## src/rtl/colision_pkg.sv

```systemverilog
// Shared encodings for the HEROE multi-display collision checker:
// top-level presente codes, FSM states, bonus pattern and win/lose codes.
package colision_pkg;

  localparam logic [2:0] P_OFF  = 3'd0;
  localparam logic [2:0] P_WLCM = 3'd1;
  localparam logic [2:0] P_CH   = 3'd2;
  localparam logic [2:0] P_GAME = 3'd3;
  localparam logic [2:0] P_WL   = 3'd4;
  localparam logic [2:0] P_PA   = 3'd5;

  typedef enum logic [2:0] {
    INACTIVO,
    JUEGO,
    GOLPE,
    GANO,
    PERDIO
  } estado_t;

  localparam logic [6:0] BONO_PATRON = 7'h7F;

  localparam logic [1:0] WL_NADA   = 2'b00;
  localparam logic [1:0] WL_GANA   = 2'b10;
  localparam logic [1:0] WL_PIERDE = 2'b01;

endpackage

```

## src/rtl/detector_display.sv

```systemverilog
// Per-display compare of obstacle segments against the hero segments.
// An all-ones obstacle is a bonus and never counts as a hit.
module detector_display
  import colision_pkg::*;
(
  input  logic [6:0] obs,
  input  logic [6:0] heroe,
  output logic       choque,
  output logic       es_bono
);

  assign es_bono = (obs == BONO_PATRON);
  assign choque  = (|(obs & heroe)) & ~es_bono;

endmodule

```

## src/rtl/colision_multi.sv

```systemverilog
// Multi-display collision checker: lives, post-hit invulnerability, bonus pulses
// and sticky win/lose code. Optional hit/bonus log outputs under COLISION_REGISTRO_EN.
module colision_multi
  import colision_pkg::*;
#(
  parameter int N_DISP      = 3,
  parameter int HERO_POS    = 0,
  parameter int MAX_VIDAS   = 3,
  parameter int VW          = 2,
  parameter int INV_CICLOS  = 4,
  parameter int MUNDO_FINAL = 3
) (
  input  logic                clk_obstaculos,
  input  logic                rst,
  input  logic [2:0]          presente,
  input  logic [1:0]          mundo,
  input  logic [7*N_DISP-1:0] display_obs,
  input  logic [6:0]          heroe,
  output logic [1:0]          W_or_L,
  output logic                bono_tomado,
  output logic [VW-1:0]       vidas,
  output logic                invulnerable,
  output logic                golpe
`ifdef COLISION_REGISTRO_EN
  ,
  output logic [6:0]          ultimo_choque,
  output logic [7:0]          total_bonos
`endif
);

  localparam int IW = (INV_CICLOS > 1) ? $clog2(INV_CICLOS) : 1;
  localparam logic [VW-1:0] VIDAS_MAX = VW'(MAX_VIDAS);
  localparam logic [1:0]    MUNDO_F   = 2'(MUNDO_FINAL);
  localparam logic [IW-1:0] INV_CARGA = IW'(INV_CICLOS - 1);

  logic [6:0] obs;
  logic       choque, es_bono, bono_flanco;
  logic       unused_obs;

  estado_t       state_q, state_d;
  logic [VW-1:0] vidas_q, vidas_d, vidas_mas_uno;
  logic [1:0]    w_or_l_q, w_or_l_d;
  logic [IW-1:0] inv_cnt_q, inv_cnt_d;
  logic          invulnerable_q, invulnerable_d;
  logic          golpe_q, golpe_d;
  logic          bono_tomado_q, bono_tomado_d;
  logic          bono_prev_q, bono_prev_d;

  assign obs        = display_obs[7*HERO_POS +: 7];
  assign unused_obs = ^display_obs;

  detector_display u_detector (
    .obs     (obs),
    .heroe   (heroe),
    .choque  (choque),
    .es_bono (es_bono)
  );

  assign bono_flanco   = es_bono & ~bono_prev_q;
  assign vidas_mas_uno = (vidas_q < VIDAS_MAX) ? vidas_q + VW'(1) : VIDAS_MAX;

  always_comb begin
    state_d        = state_q;
    vidas_d        = vidas_q;
    w_or_l_d       = w_or_l_q;
    inv_cnt_d      = inv_cnt_q;
    invulnerable_d = invulnerable_q;
    golpe_d        = 1'b0;
    bono_tomado_d  = 1'b0;
    bono_prev_d    = es_bono;

    if (presente == P_PA) begin
      bono_prev_d = bono_prev_q;
    end else if (presente != P_GAME && presente != P_WL) begin
      // Leaving the game screens from any state aborts back to idle
      state_d        = INACTIVO;
      vidas_d        = VIDAS_MAX;
      w_or_l_d       = WL_NADA;
      inv_cnt_d      = '0;
      invulnerable_d = 1'b0;
    end else begin
      case (state_q)
        INACTIVO: begin
          vidas_d  = VIDAS_MAX;
          w_or_l_d = WL_NADA;
          if (presente == P_GAME) state_d = JUEGO;
        end
        JUEGO: begin
          bono_tomado_d = bono_flanco;
          if (mundo == MUNDO_F) begin
            state_d  = GANO;
            w_or_l_d = WL_GANA;
          end else if (choque && vidas_q == VW'(1)) begin
            vidas_d  = '0;
            golpe_d  = 1'b1;
            state_d  = PERDIO;
            w_or_l_d = WL_PIERDE;
          end else if (choque) begin
            vidas_d        = vidas_q - VW'(1);
            golpe_d        = 1'b1;
            state_d        = GOLPE;
            inv_cnt_d      = INV_CARGA;
            invulnerable_d = 1'b1;
          end else if (bono_flanco) begin
            vidas_d = vidas_mas_uno;
          end
        end
        GOLPE: begin
          bono_tomado_d = bono_flanco;
          if (mundo == MUNDO_F) begin
            state_d        = GANO;
            w_or_l_d       = WL_GANA;
            invulnerable_d = 1'b0;
          end else begin
            if (bono_flanco) vidas_d = vidas_mas_uno;
            if (inv_cnt_q == '0) begin
              state_d        = JUEGO;
              invulnerable_d = 1'b0;
            end else begin
              inv_cnt_d = inv_cnt_q - IW'(1);
            end
          end
        end
        GANO, PERDIO: begin
          state_d = state_q;
        end
        default: begin
          state_d = INACTIVO;
        end
      endcase
    end
  end

  always_ff @(posedge clk_obstaculos) begin
    if (rst) begin
      state_q        <= INACTIVO;
      vidas_q        <= VIDAS_MAX;
      w_or_l_q       <= WL_NADA;
      inv_cnt_q      <= '0;
      invulnerable_q <= 1'b0;
      golpe_q        <= 1'b0;
      bono_tomado_q  <= 1'b0;
      bono_prev_q    <= 1'b0;
    end else begin
      state_q        <= state_d;
      vidas_q        <= vidas_d;
      w_or_l_q       <= w_or_l_d;
      inv_cnt_q      <= inv_cnt_d;
      invulnerable_q <= invulnerable_d;
      golpe_q        <= golpe_d;
      bono_tomado_q  <= bono_tomado_d;
      bono_prev_q    <= bono_prev_d;
    end
  end

  assign W_or_L       = w_or_l_q;
  assign bono_tomado  = bono_tomado_q;
  assign vidas        = vidas_q;
  assign invulnerable = invulnerable_q;
  assign golpe        = golpe_q;

`ifdef COLISION_REGISTRO_EN
  logic [6:0] ultimo_choque_q, ultimo_choque_d;
  logic [7:0] total_bonos_q, total_bonos_d;

  // Log of the last counted hit and bonuses taken; both follow the pause freeze
  always_comb begin
    ultimo_choque_d = ultimo_choque_q;
    total_bonos_d   = total_bonos_q;
    if (presente != P_PA) begin
      if (state_d == INACTIVO) begin
        ultimo_choque_d = '0;
        total_bonos_d   = '0;
      end else begin
        if (golpe_d) ultimo_choque_d = obs & heroe;
        if (bono_tomado_d && total_bonos_q != 8'hFF) total_bonos_d = total_bonos_q + 8'd1;
      end
    end
  end

  always_ff @(posedge clk_obstaculos) begin
    if (rst) begin
      ultimo_choque_q <= '0;
      total_bonos_q   <= '0;
    end else begin
      ultimo_choque_q <= ultimo_choque_d;
      total_bonos_q   <= total_bonos_d;
    end
  end

  assign ultimo_choque = ultimo_choque_q;
  assign total_bonos   = total_bonos_q;
`endif

endmodule

```

## config.mk

```make
export PLATFORM = sky130hd
export DESIGN_NAME = colision_multi
export DESIGN_NICKNAME = d
export VERILOG_FILES = /design/src/rtl/colision_pkg.sv /design/src/rtl/detector_display.sv /design/src/rtl/colision_multi.sv
export SDC_FILE = /design/constraint.sdc
export NUM_CORES = 1
export LEC_CHECK = 0
export CAP_MARGIN = 0
export CORE_AREA = 2 2 57 59
export CTS_CLUSTER_DIAMETER = 50
export DETAILED_ROUTE_END_ITERATION = 6
export DIE_AREA = 0 0 59 61
export GPL_TIMING_DRIVEN = 0
export PLACE_DENSITY = 0.64
export SLEW_MARGIN = 20
export SYNTH_ARGS = -nofsm -noshare
export SYNTH_HDL_FRONTEND = slang
export SYNTH_SLANG_ARGS = --single-unit
```

## constraint.sdc

```tcl
create_clock -name clk_obstaculos -period 2.5 [get_ports clk_obstaculos]
set_input_delay 0.5 -clock clk_obstaculos [delete_from_list [all_inputs] [get_ports clk_obstaculos]]
set_output_delay 0.5 -clock clk_obstaculos [all_outputs]
set_load 0.03 [all_outputs]
```

# Word-level counts from Yosys, hierarchy flattened
# Cells that the tools add are included.
[classes]
n_addsub = 3
n_mul = 0
div_mod_pow = 0
magnitude_cmp = 1
eq_ne = 22
shift = 0
muxes = 37
bitwise = 8
reduce_logical = 16
[op_table]
columns = ["operator", "n"]
rows = [
  ["2-bit 2-to-1 mux", 17],
  ["3-bit != test (second input constant)", 8],
  ["3-bit 2-to-1 mux", 7],
  ["2-bit one-hot mux with 3 select lines", 2],
  ["3-bit one-hot mux with 4 select lines", 1],
  ["3-bit by 2-bit equality test with 1-bit output (second input constant)", 3],
  ["1-bit 2-to-1 mux", 8],
  ["4-bit != test (second input constant)", 2],
  ["4-bit AND reduction", 2],
  ["7-bit bitwise AND", 1],
  ["7-bit equality test (second input constant)", 1],
  ["7-bit AND reduction", 1],
  ["7-bit OR reduction", 1],
  ["3-bit equality test (second input constant)", 2],
  ["6-bit AND reduction", 1],
  ["5-bit != test (second input constant)", 1],
  ["1-bit inverter", 5],
  ["5-bit AND reduction", 1],
  ["5-bit OR reduction", 1],
  ["2-bit one-hot mux with 2 select lines", 1],
  ["4-bit nonzero test", 1],
  ["2-bit OR reduction", 2],
  ["4-bit OR reduction", 1],
  ["2-bit by 1-bit subtractor with 2-bit output (second input constant)", 2],
  ["13 further kinds", 15],
]
[word_totals]
ff_bits = 13
latch_bits = 0
ram_bits = 0
romBits = 0
input_bits = 35
out_inout_bits = 7
elab_cells = 95
mem_count = 0

# Logic depth before layout (Yosys ltp)
# Gate-level depths: netlist of run 1.
[depth]
ltp_word = 8
depth_mapped = 7

# Hierarchy
# Synthesis of run 1 repeated with hierarchy kept, for this count alone.
[hier_totals]
hier_cells = 124
area_unflattened_um2 = 993.5
[modules_own_cells]
columns = ["module", "n_inst", "cells_each", "area_per_inst_um2", "seq_area_each_um2"]
rows = [
  ["colision_multi", 1, 117, 947.2, 260.2],
  ["detector_display", 1, 7, 46.3, 0.0],
]

# Least setup slack after synthesis of run 1
# Ideal clock, no wire load.
[synth_timing]
kind = "input to register"
start = "in presente[0]"
end = "reg w_or_l_q[1] (netlist: W_or_L[1])"
arrival_time_ns = 1.931
required_ns = 2.412
slack_ns = 0.481
stages = 6
path_buffers = 1
cell_sequence = "or3b_1 and2_4 buf_6 or3_4 a21o_1 a311oi_2"
[synth_between]
elab_chain_len = 4
[synth_rtl]
columns = ["element", "line_no", "rtl"]
rows = [
  ["start, declared", "colision_multi.sv:15", "input logic [2:0] presente,"],
  ["3-bit by 2-bit != test with 1-bit output / 3-bit != test (equally long branches)", "colision_multi.sv:74", "end else if (presente != P_GAME && presente != P_WL) begin"],
  ["1-bit logical AND", "colision_multi.sv:74", ""],
  ["4-bit != test (no source line), or another cell as far along", "n/a", ""],
  ["4-bit AND reduction (no source line)", "n/a", ""],
  ["end signal, assigned", "colision_multi.sv:147", "w_or_l_q <= w_or_l_d;"],
  ["end, declared", "colision_multi.sv:42", "logic [1:0] w_or_l_q, w_or_l_d;"],
]
# Parallel ways exist; a longest one is shown, timed or not.
# A chain may end at the register's enable or synchronous reset.

# Worst setup path after layout of run 1
[layout_timing]
start = "in presente[2]"
end = "reg w_or_l_q[1] (netlist: W_or_L[1])"
# The elaborated chain is that of the path after synthesis.

==> impl_metrics.tcl, run 1 <==
set metrics [dict create \
    status "completed" \
    grt_pass1_vias 955 \
    synth_top_family_by_area "simple AND/OR/NAND/NOR gates" \
    synth-compound-area-share 0.275 \
    synth_nets 164 \
    fill_cells 298 \
    clock_latency_ns 0.28 \
    area_growth_pct 35.6 \
    syn_inst 125 \
    synth.mux.area_fraction 0.0102 \
    min_period_over_period 0.917 \
    hold_viol 0 \
    syn_area_per_cell_um2 7.87 \
    track_usage 0.156 \
    coreArea_um2 2950 \
    layout_commonest_cell "clkdlybuf4s50_1" \
    leakage_uw 0.000502 \
    vias 1068 \
    layoutNonFillerInstCount 189 \
    p_comb_frac 0.239 \
    max_freq_mhz 436 \
    cts_root_buf "clkbuf_4" \
    ys.flop_type "dfxtp_1" \
    ys_seq_area_frac 0.265 \
    dp_cells 185 \
    clock_path_buffers 2 \
    seq_area_um2 260 \
    cp_data_arrival_time_ns 2.49 \
    drt_wl_total_um 2660 \
    endpoint_kind "register" \
    wl_per_cell_um 14.1 \
    io_pins 42 \
    vias_per_cell 5.65 \
    cts_tree "built" \
    yosys.area_share.adder 0.0712 \
    postCtsSetupBuffers 0 \
    max_slew_margin 0.565 \
    yosys.area_share.simple 0.303 \
    cts.sinks 13 \
    power_frac_clock 0.296 \
    required_ns 2.70 \
    multi_input_area_um2 669 \
    start_util 0.333 \
    period_minus_slack_ns 2.29 \
    cts_buffers 3 \
    reg2reg_from "state_q[2]$_SDFFE_PP0P_" \
    synth_xor_xnor_area_share 0.00891 \
    synth_area_um2 983 \
    die_h_um 61 \
    grt_antenna_before_repair 0 \
    yosysUniqueCellTypes 47 \
    cp-startpoint "presente[2]" \
    drt-pass1-iter-count 5 \
    hpwl_um 2030 \
    pwr-share-seq 0.465 \
    start_kind "primary input" \
    synth_seq_cells 13 \
    crit_fanout 8 \
    dieArea_um2 3600 \
    clk_pin_slew_ns 0.08 \
    setup_viol 0 \
    critPathKind "in2reg" \
    yosysWarnings 0 \
    grt_pass1_wl_um 4260 \
    final_cell_mix "clkdlybuf4s50_1 (27), nand2_1 (14), dfxtp_1 (13), nor2_1 (13), o21ai_0 (7)" \
    drt_iter0_drc 32 \
    insertedDiodeCount 0 \
    hp-class "reg2reg" \
    p_sw_uw 125 \
    worst_pin_slew_ns 0.647 \
    die_x_um 59 \
    placementRows 20 \
    overflow 0 \
    p_sw_frac 0.277 \
    synth-async-reset-ratio 0 \
    grt_max_degree 11 \
    gp_congestion 0.911 \
    layout-drive-gt1-share 0.109 \
    portBuffers 27 \
    finalPower_uw 453 \
    power.ir.vdd_worst_v 0.000255 \
    drc 0 \
    p_int_uw 328 \
    drv_slew 0 \
    final_nets 196 \
    cts_htree_levels 1 \
    synth_edf_count 0 \
    p_per_area_nw_per_um2 340 \
    drtAntennaViolNets 0 \
    finClkSkew_ns 0.00148 \
    hold_path.startpoint "bono_prev_q$_SDFFE_PP0N_" \
    cap_viol_max_count 0 \
    rsz0062_at_grt "false" \
]
## Yosys cell counts (all sizes together), types with 2 or more instances
master	count	share of area
o211ai	2	0.015
maj3	2	0.020
nor2	13	0.050
a221oi	2	0.018
and2	2	0.017
o21ai	7	0.036
a21oi	4	0.020
and3	3	0.019
a311oi	2	0.024
a31oi	2	0.013
a21o	2	0.017
o31ai	2	0.015
dfxtp	13	0.26
buf	4	0.036
a22oi	2	0.015
nand2b	4	0.025
nor3	6	0.031
nand3	3	0.015
o2111ai	2	0.018
a211o	3	0.027
inv	5	0.019
ha	4	0.051
nand2	14	0.053
or2	2	0.013
nand3b	2	0.015
a32oi	2	0.018
## per-stage QoR
| stage | hold WS (ns) | TNS (ns) | setup slack [ns] | utilization | instance area (um2) |
|---|---|---|---|---|---|
| after global placement | 0.443 | -0.726 | -0.313 | 0.439 | 1290 |
| after detailed placement | 0.448 | -0.855 | -0.291 | 0.439 | 1290 |
| after CTS | 0.460 | 0 | 0.0704 | 0.448 | 1320 |
| after floorplan | 0.433 | 0 | 0.481 | - | 983 |
| final | 0.455 | 0 | 0.208 | 0.452 | 1330 |
| after global routing | 0.486 | 0 | 0.101 | 0.452 | 1330 |
## power groups by stage
stage / clock network [uW] / registers (uW) / logic (uW)
floorplan: 0 / 217 / 53.6
global placement: 0 / 215 / 103
detailed placement: 0 / 216 / 104
CTS: 140 / 211 / 106
global route: 150 / 211 / 118
finish: 134 / 211 / 109
## worst max-delay path, stage by stage
cell	delay, ns
clkdlybuf4s50_1	0.49
or3b_1	0.41
and2_4	0.19
buf_6	0.13
or3_4	0.37
a21o_1	0.17
a311oi_2	0.24
## registers in the layout, indices dropped and copies added (netlist names)
signal and flops:
state_q 3, bono_tomado 1, inv_cnt_q 2, bono_prev_q 1, invulnerable 1, W_or_L 2
vidas 2, golpe 1
## cell type report
type,instances,area share
buffer,6,0.0356
clock buffer,4,0.0197
inverter,5,0.0141
multi-input combinational,101,0.502
sequential,13,0.195
tap,33,0.0310
timing repair buffer,27,0.203
## routing by layer
layer  track usage  wire, um  up-vias
met4        0.0292        12        0
met2         0.254      1330       32
li1              -         -      533
met1         0.209      1220      501
met5             0         0        -
met3        0.0448        96        2
## final timing paths
path	slack [ns]	endpoint	cells after the start
max reg2reg	0.51	inv_cnt_q[0]$_SDFFE_PP0P_	5
min	0.45	bono_prev_q$_SDFFE_PP0N_	2
min reg2reg	0.45	bono_prev_q$_SDFFE_PP0N_	2
max	0.21	W_or_L[1]$_SDFFE_PP0P_	7
## logic make-up after synthesis
| family | after synthesis |
|---|---|
| multiplexers | 1 |
| adder cells (fa/ha/maj) | 6 |
| AO/OA/AOI/OAI | 36 |
| buffers and inverters | 11 |
| XOR/XNOR | 1 |
| flip-flops | 13 |
| AND/OR/NAND/NOR | 57 |
## repair_timing
| action | 4_1_cts | 5_1_grt |
|---|---|---|
| hold buffers | 0 | 0 |
| setup endpoints to repair | 1 | 1 |
| gates resized for setup | 1 | 1 |
| gates cloned | 0 | 0 |
Power figures use the tool's default switching activity.
==> inputs of run 2 (changes only) <==
--- a/config.mk
+++ b/config.mk
@@ -12,6 +12,7 @@
 export DIE_AREA = 0 0 59 61
 export GPL_TIMING_DRIVEN = 0
 export PLACE_DENSITY = 0.64
+export RECOVER_POWER = 50
 export SLEW_MARGIN = 20
 export SYNTH_ARGS = -nofsm -noshare
 export SYNTH_HDL_FRONTEND = slang
==> run 2 against run 1 <==
Sequential power barely moved; largest cell class unchanged; routed wire length fell by 0.30%; worst hold slack barely moved; register-to-register slack barely moved.
==> impl_metrics.tcl, run 2 (synthesis gave the netlist of run 1 again) <==
set metrics [dict create \
    drtAntennaViolNets 0 \
    io_pins 42 \
    drt-pass1-iter-count 4 \
    cts_root_buf "clkbuf_4" \
    vias_per_cell 5.60 \
    leakage_uw 0.000511 \
    clock_latency_ns 0.28 \
    cts_buffers 3 \
    gp_congestion 0.911 \
    cts_resized 1 \
    crit_chain "clkdlybuf4s50_1 -> or3b_1 -> and2_0 -> buf_6 -> or3_4 -> a21o_1 -> a311oi_2" \
    cts.sinks 13 \
    hpwl_um 2030 \
    gr-max-usage-layer "met2" \
    grt_pass1_vias 955 \
    track_usage 0.156 \
    area_growth_pct 35.4 \
    layoutNonFillerInstCount 189 \
    max_slew_margin 0.565 \
    clock_path_buffers 2 \
    layout-drive-gt1-share 0.103 \
    portBuffers 27 \
    start_util 0.333 \
    final_nets 196 \
    hold_buffers 0 \
    layout_commonest_cell "clkdlybuf4s50_1" \
    dp_cells 185 \
    cp_num_buf_inv 2 \
    die_h_um 61 \
    start_kind "primary input" \
    finClkSkew_ns 0.00208 \
    worst_pin_slew_ns 0.647 \
    insertedDiodeCount 0 \
    largest_register "state_q" \
    largest_reg_flops 3 \
    setup_viol 0 \
    power.ir.vdd_worst_v 0.000254 \
    clk_pin_slew_ns 0.08 \
    critPathTopFamily "simple AND/OR/NAND/NOR gates" \
    crit_fanout 8 \
    layout_setup_ws_ns 0.174 \
    min_period_over_period 0.930 \
    status "completed" \
    coreArea_um2 2950 \
    hold_slack_ns 0.455 \
    placementRows 20 \
    cap_viol_max_count 0 \
    grtUsageMet3 0.0448 \
    critPathKind "in2reg" \
    max_freq_mhz 430 \
    cts_htree_levels 1 \
    final_cell_mix "clkdlybuf4s50_1 (20), nand2_1 (14), dfxtp_1 (13), nor2_1 (13)" \
    grt_max_degree 11 \
    use_met2 0.254 \
    drt_wl_total_um 2650 \
    grtUsageMet1 0.209 \
    period_minus_slack_ns 2.33 \
    seq_area_um2 260 \
    postCtsSetupBuffers 0 \
    hp-class "reg2reg" \
    p_per_area_nw_per_um2 340 \
    cp_slowest_cell "clkdlybuf4s50_1" \
    cp_data_arrival_time_ns 2.53 \
    drc 0 \
    hold_viol 0 \
    required_ns 2.70 \
    grt_pass1_wl_um 4260 \
    endpoint_kind "register" \
    grt_antenna_before_repair 0 \
    cts_tree "built" \
    rsz0062_at_grt "false" \
    crit_path_max_incr_delay_ns 0.45 \
    vias 1058 \
    dieArea_um2 3600 \
    drt_iter0_drc 29 \
    wl_per_cell_um 14.0 \
    drv_slew 0 \
    multi_input_area_um2 667 \
    fill_cells 298 \
    dp_slack_ns -0.291 \
    die_x_um 59 \
    overflow 0 \
]
-- run 2: report_power, final --
part           switching (uW)  total [uW]  internal [uW]
clock network            72.4         134           62.0
logic                    51.7         107           55.5
registers                1.55         211            209
total                     126         452            327
-- run 2: final timing paths --
check,from,to,slack (ns),depth (start not counted)
worst max-delay path,presente[0],W_or_L[1]$_SDFFE_PP0P_,0.17,7
worst min-delay path,bono_prev_q$_SDFFE_PP0N_,bono_prev_q$_SDFFE_PP0N_,0.45,2
worst max register to register,state_q[2]$_SDFFE_PP0P_,inv_cnt_q[0]$_SDFFE_PP0P_,0.51,5
worst min register to register,bono_prev_q$_SDFFE_PP0N_,bono_prev_q$_SDFFE_PP0N_,0.45,2
-- run 2: worst min-delay path: cells and delay by family (launching register included) --
kind / cells / cell delay, ns
AO/OA/AOI/OAI: 1 / 0.05
flip-flops: 1 / 0.32
AND/OR/NAND/NOR: 1 / 0.05
-- run 2: cell type report --
class                   instances  share of cell area
inverters                       5              0.0141
clock buffers                   4              0.0197
multi-input cells             101               0.501
flip-flops and latches         13               0.195
plain buffers                   6              0.0357
well taps                      33              0.0310
repair buffers                 27               0.203
-- run 2: per-layer routing --
layer,wire length [um],vias to the layer above
met4,12,0
met2,1330,23
met3,70,2
met1,1240,499
met5,0,-
li1,-,534
-- run 2: metrics by stage --
| stage | util | area, um2 | power [uW] | TNS (ns) |
|---|---|---|---|---|
| CTS | 0.448 | 1320 | 456 | 0 |
| global route | 0.451 | 1330 | 478 | 0 |
| global placement | 0.439 | 1290 | 319 | -0.726 |
| detailed placement | 0.439 | 1290 | 320 | -0.855 |
| finish | 0.451 | 1330 | 452 | 0 |
| floorplan | - | 983 | 270 | 0 |
